## src/rtl/countdown_pkg.sv

```systemverilog
// Shared types and default sizing for the countdown/decrement block.
package countdown_pkg;

  typedef enum logic [1:0] {
    S_IDLE = 2'd0,
    S_RUN  = 2'd1,
    S_DONE = 2'd2
  } state_t;

  localparam int DEF_WIDTH = 4;
  localparam int DEF_STEP  = 1;

endpackage

```

## src/rtl/decrementer.sv

```systemverilog
// Combinational WIDTH-bit subtractor; borrow flags amount exceeding the operand.
module decrementer #(
  parameter int WIDTH = 4
) (
  input  logic [WIDTH-1:0] in,
  input  logic [WIDTH-1:0] amount,
  output logic [WIDTH-1:0] out,
  output logic             borrow
);

  assign out    = in - amount;
  assign borrow = (amount > in);

endmodule

```

## src/rtl/countdown_decrementer.sv

```systemverilog
// Registered down-counter: single-step wrap decrement in IDLE, saturating
// STEP countdown in RUN, one-cycle done pulse on completion.
module countdown_decrementer
  import countdown_pkg::*;
#(
  parameter int WIDTH = DEF_WIDTH,
  parameter int STEP  = DEF_STEP
) (
  input  logic             clk,
  input  logic             rst,
  input  logic [WIDTH-1:0] in,
  input  logic             start,
  input  logic             dec,
  input  logic             en,
  output logic [WIDTH-1:0] out,
  output logic             busy,
  output logic             done,
  output logic             borrow
);

  localparam logic [WIDTH-1:0] STEP_W = WIDTH'(STEP);
  localparam logic [WIDTH-1:0] ONE_W  = WIDTH'(1);

  state_t           state, state_nxt;
  logic [WIDTH-1:0] out_nxt;
  logic             borrow_nxt;
  logic [WIDTH-1:0] amount;
  logic [WIDTH-1:0] diff;
  logic             under;

  // RUN never wraps: any underflow clamps the count to zero.
  function automatic logic [WIDTH-1:0] sat_floor(input logic [WIDTH-1:0] d,
                                                 input logic             u);
    return u ? '0 : d;
  endfunction

  decrementer #(.WIDTH(WIDTH)) u_dec (
    .in     (out),
    .amount (amount),
    .out    (diff),
    .borrow (under)
  );

  always_comb begin
    state_nxt  = state;
    out_nxt    = out;
    borrow_nxt = 1'b0;
    amount     = (state == S_RUN) ? STEP_W : ONE_W;
    case (state)
      S_IDLE: begin
        if (start) begin
          out_nxt   = in;
          state_nxt = (in == '0) ? S_DONE : S_RUN;
        end else if (dec) begin
          out_nxt    = diff;
          borrow_nxt = under;
        end
      end
      S_RUN: begin
        if (en) begin
          out_nxt = sat_floor(diff, under);
          if (under || (diff == '0)) state_nxt = S_DONE;
        end
      end
      S_DONE: begin
        out_nxt   = '0;
        state_nxt = S_IDLE;
      end
      default: begin
        out_nxt   = '0;
        state_nxt = S_IDLE;
      end
    endcase
  end

  always_ff @(posedge clk or posedge rst) begin
    if (rst) begin
      state  <= S_IDLE;
      out    <= '0;
      borrow <= 1'b0;
    end else begin
      state  <= state_nxt;
      out    <= out_nxt;
      borrow <= borrow_nxt;
    end
  end

  assign busy = (state == S_RUN);
  assign done = (state == S_DONE);

endmodule

```

## config.mk

```make
export PLATFORM = sky130hd
export DESIGN_NAME = countdown_decrementer
export DESIGN_NICKNAME = d
export VERILOG_FILES = /design/src/rtl/countdown_pkg.sv /design/src/rtl/decrementer.sv /design/src/rtl/countdown_decrementer.sv
export SDC_FILE = /design/constraint.sdc
export NUM_CORES = 1
export LEC_CHECK = 0
export BUFFER_PORTS_ARGS = -buffer_cell sky130_fd_sc_hd__buf_2
export CORE_MARGIN = 1
export CORE_UTILIZATION = 40
export DETAILED_ROUTE_END_ITERATION = 6
export HOLD_SLACK_MARGIN = 0.15
export SLEW_MARGIN = 10
export SYNTH_ARGS = -nofsm -noshare
export SYNTH_HDL_FRONTEND = slang
export SYNTH_SLANG_ARGS = --single-unit
```

## constraint.sdc

```tcl
create_clock -name clk -period 2.83 [get_ports clk]
set_input_delay 0.1415 -clock clk [delete_from_list [all_inputs] [get_ports clk]]
set_output_delay 0.1415 -clock clk [all_outputs]
set_load 0.02 [all_outputs]
```

==> flow_summary_export.csv, run 1 <==
group,metric,value,unit
floorplanning,start_util,43.1,%
cells_and_area,drive_above_1_share,32.5,%
timing,finalCritPeriodShare,63.8,%
critical_path,worst_ep_arrival_time,1.94,ns
timing,tightest_slew,0.376,ns
cells_and_area,post-route-util,51.4,%
timing,slew-limit-headroom,74.3,%
power_and_ir_drop,ir_drop,549,uV
synth,synth-seq-cells,7,
clock_network,cts_tree,"done",
floorplanning,die_area,1570,um2
synth,syn_inst,63,
synth,synth_nets,74,
job,cap_violations,0,
cells_and_area,final_common_cell,"buf_2",
timing,fin_crit,1.81,ns
clock_network,path_clk_slew,0.06,ns
cells_and_area,area_growth,19.2,%
synth,syn-cell-area,568,um2
route,wl,1200,um
clock_network,cts_setup_buffers,0,
placed_design,port_buffers,15,
critical_path,crit_fanout,7,
cells_and_area,most-common-layout-cells,"15 x buf_2, 7 x dfrtp_1, 5 x nor2_1, 5 x inv_1, 5 x o21ai_0",
route,vias_per_cell,5.41,
clock_network,cts_made_buffers,3,
clock_network,cts_root_buf,"clkbuf_4",
timing,report.final.setup_viol,0,
synth,postSynth.asyncResetShare,100,%
cells_and_area,final_nets,92,
timing,final_max_slew_viol_count,0,
synth,ys_warn_count,0,
grt,grtUsageMet1,22.1,%
min_path,min_path_type,"in -> reg",
cells_and_area,fin_area,677,um2
synth,avgSynthCellArea,9.02,um2
outcome,status,"completed",
route,drtIter0Drc,9,
floorplanning,dieHeight,39.7,um
placed_design,dp_cells,90,
critical_path,critPathKind,"reg -> reg",
clock_network,cts_resized,0,
clock_network,htree_levels,1,
route,drc,0,
grt,grt_util_met3,10.2,%
placed_design,post-dp-hpwl,958,um
placed_design,place_congestion,0.739,
route,drt_pass1_iterations,4,
grt,top_usage_layer,"met2",
grt,first_global_vias,483,
floorplanning,fp.coreArea,1320,um2
synth,synthSimpleGateAreaFrac,24.7,%
clock_network,clockBufferDepth,2,
floorplanning,io_pins,16,
grt,grt_pass1_wl,2030,um
synth,yosysSeqAreaShare,30.8,%
floorplanning,rows,13,
critical_path,critPathLaunchType,"register",
timing,setup_tns,0,ns
power_and_ir_drop,power.static_leakage,0.317,nW
timing,fmax,553,MHz
clock_network,cts_sinks,7,
grt,antenna_found_initial,0,
grt,use_met2,34.4,%
critical_path,required,2.96,ns
grt,grt_max_degree,12,
placed_design,place_area,641,um2
synth,synthMuxAreaShare,3.96,%
synth,synth_top_family_by_area,"compound AO/OA/AOI/OAI gates",
route,ant_nets,0,
route,wl_per_cell,12.7,um
grt,gr-usage-all-layers,20.0,%
grt,grt_overflow,0,
synth,synth.distinct_cells,35,
critical_path,endpoint_kind,"register",
cells_and_area,fin_cells,95,
synth,synth_xor_area_share,3.08,%
power_and_ir_drop,powerDensity,1140,nW/um2
synth,synth-edff-count,0,
cells_and_area,n_antenna_cell,0,
timing,rsz0062_at_grt,"false",
timing,setup_ws,1.02,ns
timing,fin_skew,0.00852,ns
synth,synth_ff_type,"dfrtp_1",
clock_network,clock_latency,0.26,ns
timing,hold_viol,0,
synth,synth_adder_area_share,4.41,%
synth,synth_compound_area_share,26.0,%
floorplanning,die_w,39.7,um
route,via_count,514,
placed_design,dpl_worst_slack,1.02,ns
[Yosys cell counts (all sizes together), types with 4 or more instances]
library cell  count  area (um2)
dfrtp             7         175
nand3             4        20.0
o21ai             5        25.0
nor2              5        18.8
inv               5        18.8
[final timing paths]
kind / startpoint / endpoint / slack [ns] / cells past startpoint
worst min register to register: out[1]$_DFFE_PP0P_ / out[1]$_DFFE_PP0P_ / 0.60 / 1
max in group asynchronous: rst / out[3]$_DFFE_PP0P_ / 2.24 / 3
min in group asynchronous: rst / state[1]$_DFFE_PP0P_ / 0.36 / 3
worst min-delay path: dec / borrow$_DFF_PP0_ / 0.18 / 2
worst max-delay path: out[0]$_DFFE_PP0P_ / out[0]$_DFFE_PP0P_ / 1.02 / 6
worst max register to register: out[0]$_DFFE_PP0P_ / out[0]$_DFFE_PP0P_ / 1.02 / 6
[cells by family (layout without fill, tap and decap cells)]
family / after synthesis / count (layout)
AOI/OAI and AO/OA: 18 / 18
xor gates and xnor gates: 2 / 2
adders and majority gates: 2 / 2
buffers and inverters: 8 / 25
DFF: 7 / 7
muxes: 2 / 2
and+or+nand+nor: 24 / 24
[metal layers]
layer	vias to the layer above	wire [um]	part of all wire, %
met5	-	0	0
met4	0	0	0
met3	0	74	6.1
met2	17	584	49
met1	231	544	45
li1	266	-	-
[worst max-delay path, stage by stage, from the launching register on]
cell and delay, ns:
dfrtp_1 0.44, inv_1 0.08, ha_1 0.25, nor3b_1 0.35, a211o_2 0.22, o21ai_0 0.08, mux2_2 0.27
[state kept, by name (all words and copies together) (netlist names)]
name / count
borrow: 1
state: 2
out: 4
[metrics by stage]
| stage | hold slack [ns] | total power [mW] |
|---|---|---|
| after floorplan | -0.0551 | 0.593 |
| after CTS | 0.178 | 0.783 |
| after detailed placement | 0.104 | 0.684 |
| after global routing | 0.181 | 0.846 |
| final | 0.179 | 0.772 |
| after global placement | 0.0965 | 0.683 |
[what timing repair did]
item                                    4_1_cts  5_1_grt
hold buffers                                  1        0
endpoints found under the setup margin        0        0
hold endpoints to repair                      7        0
[where the power goes]
group	switching, mW	leakage [nW]	internal (mW)
clock	0.0392	0.0150	0.0540
combinational	0.248	0.214	0.213
sequential	0.0772	0.0888	0.141
[layout make-up]
type                       instances  area, um2
multi-input combinational         48        353
sequential                         7        175
inverter                           5       18.8
tap                               15       18.8
fill                             138        641
clock buffer                       4       26.3
timing repair buffer              16       85.1
Power figures use the tool's default switching activity.
==> run 2: changes to the inputs <==
Clock period 2.83 ns to 1.7 ns, I/O delays scaled along.
==> run 2 against run 1 <==
Net effect:
- clock power up 74%
- routed wire length rose by 1.0%
- sequential share of layout area decreased by 1.9 points
- die area stayed put
- cell count up 6.3%
- global-route usage shrank 1.5 points
- combinational power up 100%
- critical path type unchanged
- largest power group unchanged
- highest routed layer unchanged
==> flow_summary_export.csv, run 2 (synthesis results as in run 1) <==
group,metric,value,unit
route,wl_per_cell,12.0,um
floorplanning,dieHeight,39.7,um
critical_path,timing.rr.end,"out[1]$_DFFE_PP0P_",
timing,tightest_slew,0.395,ns
clock_network,clockBufferDepth,2,
placed_design,post-dp-hpwl,989,um
outcome,status,"completed",
power_and_ir_drop,power.static_leakage,0.355,nW
critical_path,crit_buf_inv,1,
timing,report.final.setup_viol,0,
power_and_ir_drop,powerDensity,1900,nW/um2
cells_and_area,largest_reg_flops,4,
critical_path,endpoint_kind,"register",
cells_and_area,post-route-util,56.3,%
cells_and_area,top_register,"out",
critical_path,slowest_stage,"dfrtp_2",
timing,final_max_slew_viol_count,0,
cells_and_area,final_nets,98,
route,ant_nets,0,
route,drtIter0Drc,10,
timing,hold_viol,0,
route,via_count,556,
grt,grt_overflow,0,
route,met2_length,568,um
floorplanning,start_util,43.1,%
critical_path,worst_ep_arrival_time,1.80,ns
cells_and_area,largest_registers,"out x4, state x2, borrow x1",
grt,antenna_found_initial,0,
critical_path,worst_path_dominant_cell_family,"compound AO/OA/AOI/OAI gates",
job,cap_violations,0,
placed_design,place_congestion,0.770,
floorplanning,die_w,39.7,um
critical_path,critPathLaunchType,"register",
clock_network,clock_latency,0.26,ns
route,wl,1220,um
power_and_ir_drop,ir_drop,798,uV
route,vias_per_cell,5.50,
clock_network,path_clk_slew,0.07,ns
min_path,holdPathStages,3,
floorplanning,fp.coreArea,1320,um2
critical_path,rrSetupSlack,0.1,ns
route,route.met3.wl,69,um
route,met1_length,578,um
route,top_layer,"met3",
clock_network,cts_tree,"done",
clock_network,cts_made_buffers,3,
floorplanning,die_area,1570,um2
critical_path,required,1.89,ns
critical_path,critPathKind,"reg -> reg",
critical_path,r2r_start,"out[1]$_DFFE_PP0P_",
route,drt_pass1_iterations,4,
route,drc,0,
timing,fin_skew,0.00812,ns
timing,fmax,623,MHz
critical_path,crit_fanout,5,
timing,setup_ws,0.0951,ns
placed_design,port_buffers,15,
cells_and_area,area_growth,30.6,%
min_path,min_from,"in[2]",
critical_path,rr_worst_depth,6,
min_path,min_path_type,"in -> reg",
critical_path,crit_path_cell_trace,"inv_1 > ha_1 > nor3b_2 > a211o_2 > o21ai_0 > mux2_2",
placed_design,dpl_worst_slack,0.0373,ns
floorplanning,rows,13,
critical_path,slowest_delay,0.38,ns
clock_network,cts_root_buf,"clkbuf_4",
grt,first_global_vias,484,
timing,finalCritPeriodShare,94.4,%
grt,grt_max_degree,10,
cells_and_area,drive_above_1_share,41.9,%
min_path,hold_end,"out[2]$_DFFE_PP0P_",
timing,fin_crit,1.60,ns
floorplanning,io_pins,16,
clock_network,cts_sinks,7,
cells_and_area,final_common_cell,"buf_2",
clock_network,htree_levels,1,
grt,grt_pass1_wl,1910,um
grt,gr-usage-all-layers,18.5,%
timing,slew-limit-headroom,73.5,%
cells_and_area,n_antenna_cell,0,
==> run 2: what timing repair did <==
item / 4_1_cts / 5_1_grt
buffers inserted: 0 / 0
resized for setup: 0 / 3
hold buffers: 2 / 0
setup endpoints to repair: 0 / 4
endpoints found under the hold margin: 8 / 0
==> run 2: layer usage <==
layer | global-route usage, % | up-vias
met5 | 0 | -
li1 | - | 277
met1 | 21.9 | 262
met2 | 30.7 | 17
met4 | 3.45 | 0
met3 | 7.95 | 0
==> run 2: worst max-delay path by stage <==
stage	slack, ns	startpoint	cells past startpoint	to
6_report	0.1	out[1]$_DFFE_PP0P_	6	out[1]$_DFFE_PP0P_
5_1_grt	-0.007	out[1]$_DFFE_PP0P_	6	out[0]$_DFFE_PP0P_
4_1_cts	0.03	out[1]$_DFFE_PP0P_	6	out[1]$_DFFE_PP0P_
3_5_place_dp	0.04	out[1]$_DFFE_PP0P_	6	out[1]$_DFFE_PP0P_
3_3_place_gp	0.10	out[1]$_DFFE_PP0P_	6	out[1]$_DFFE_PP0P_
2_1_floorplan	0.04	out[0]$_DFFE_PP0P_	6	out[3]$_DFFE_PP0P_
==> run 2: per-stage QoR <==
| stage | instances | hold slack [ns] | cell area (um2) | total power [mW] | TNS, ns |
|---|---|---|---|---|---|
| final | 101 | 0.181 | 742 | 1.41 | 0 |
| after global placement | 95 | 0.0325 | 681 | 1.22 | 0 |
| after CTS | 101 | 0.164 | 728 | 1.39 | 0 |
| after floorplan | 63 | -0.112 | 571 | 0.993 | 0 |
| after detailed placement | 95 | 0.0392 | 681 | 1.22 | 0 |
| after global routing | 101 | 0.195 | 742 | 1.54 | -0.00734 |
==> run 2: area by class of cell <==
cell class / instances / area, um2
fill: 129 / 576
multi-input combinational: 48 / 367
sequential: 7 / 178
timing repair buffer: 22 / 133
clock buffer: 3 / 22.5
inverter: 5 / 18.8
tap: 15 / 18.8
clock inverter: 1 / 5.00
==> run 2: tightest hold or removal path, stage by stage <==
cell and delay [ns]:
buf_2 0.11, a21oi_1 0.14, o41ai_2 0.07
==> run 2: report_power, final <==
part           internal [mW]  switching (mW)
Sequential             0.240          0.0831
Combinational          0.436           0.487
Clock                 0.0867          0.0755
Total                  0.763           0.646
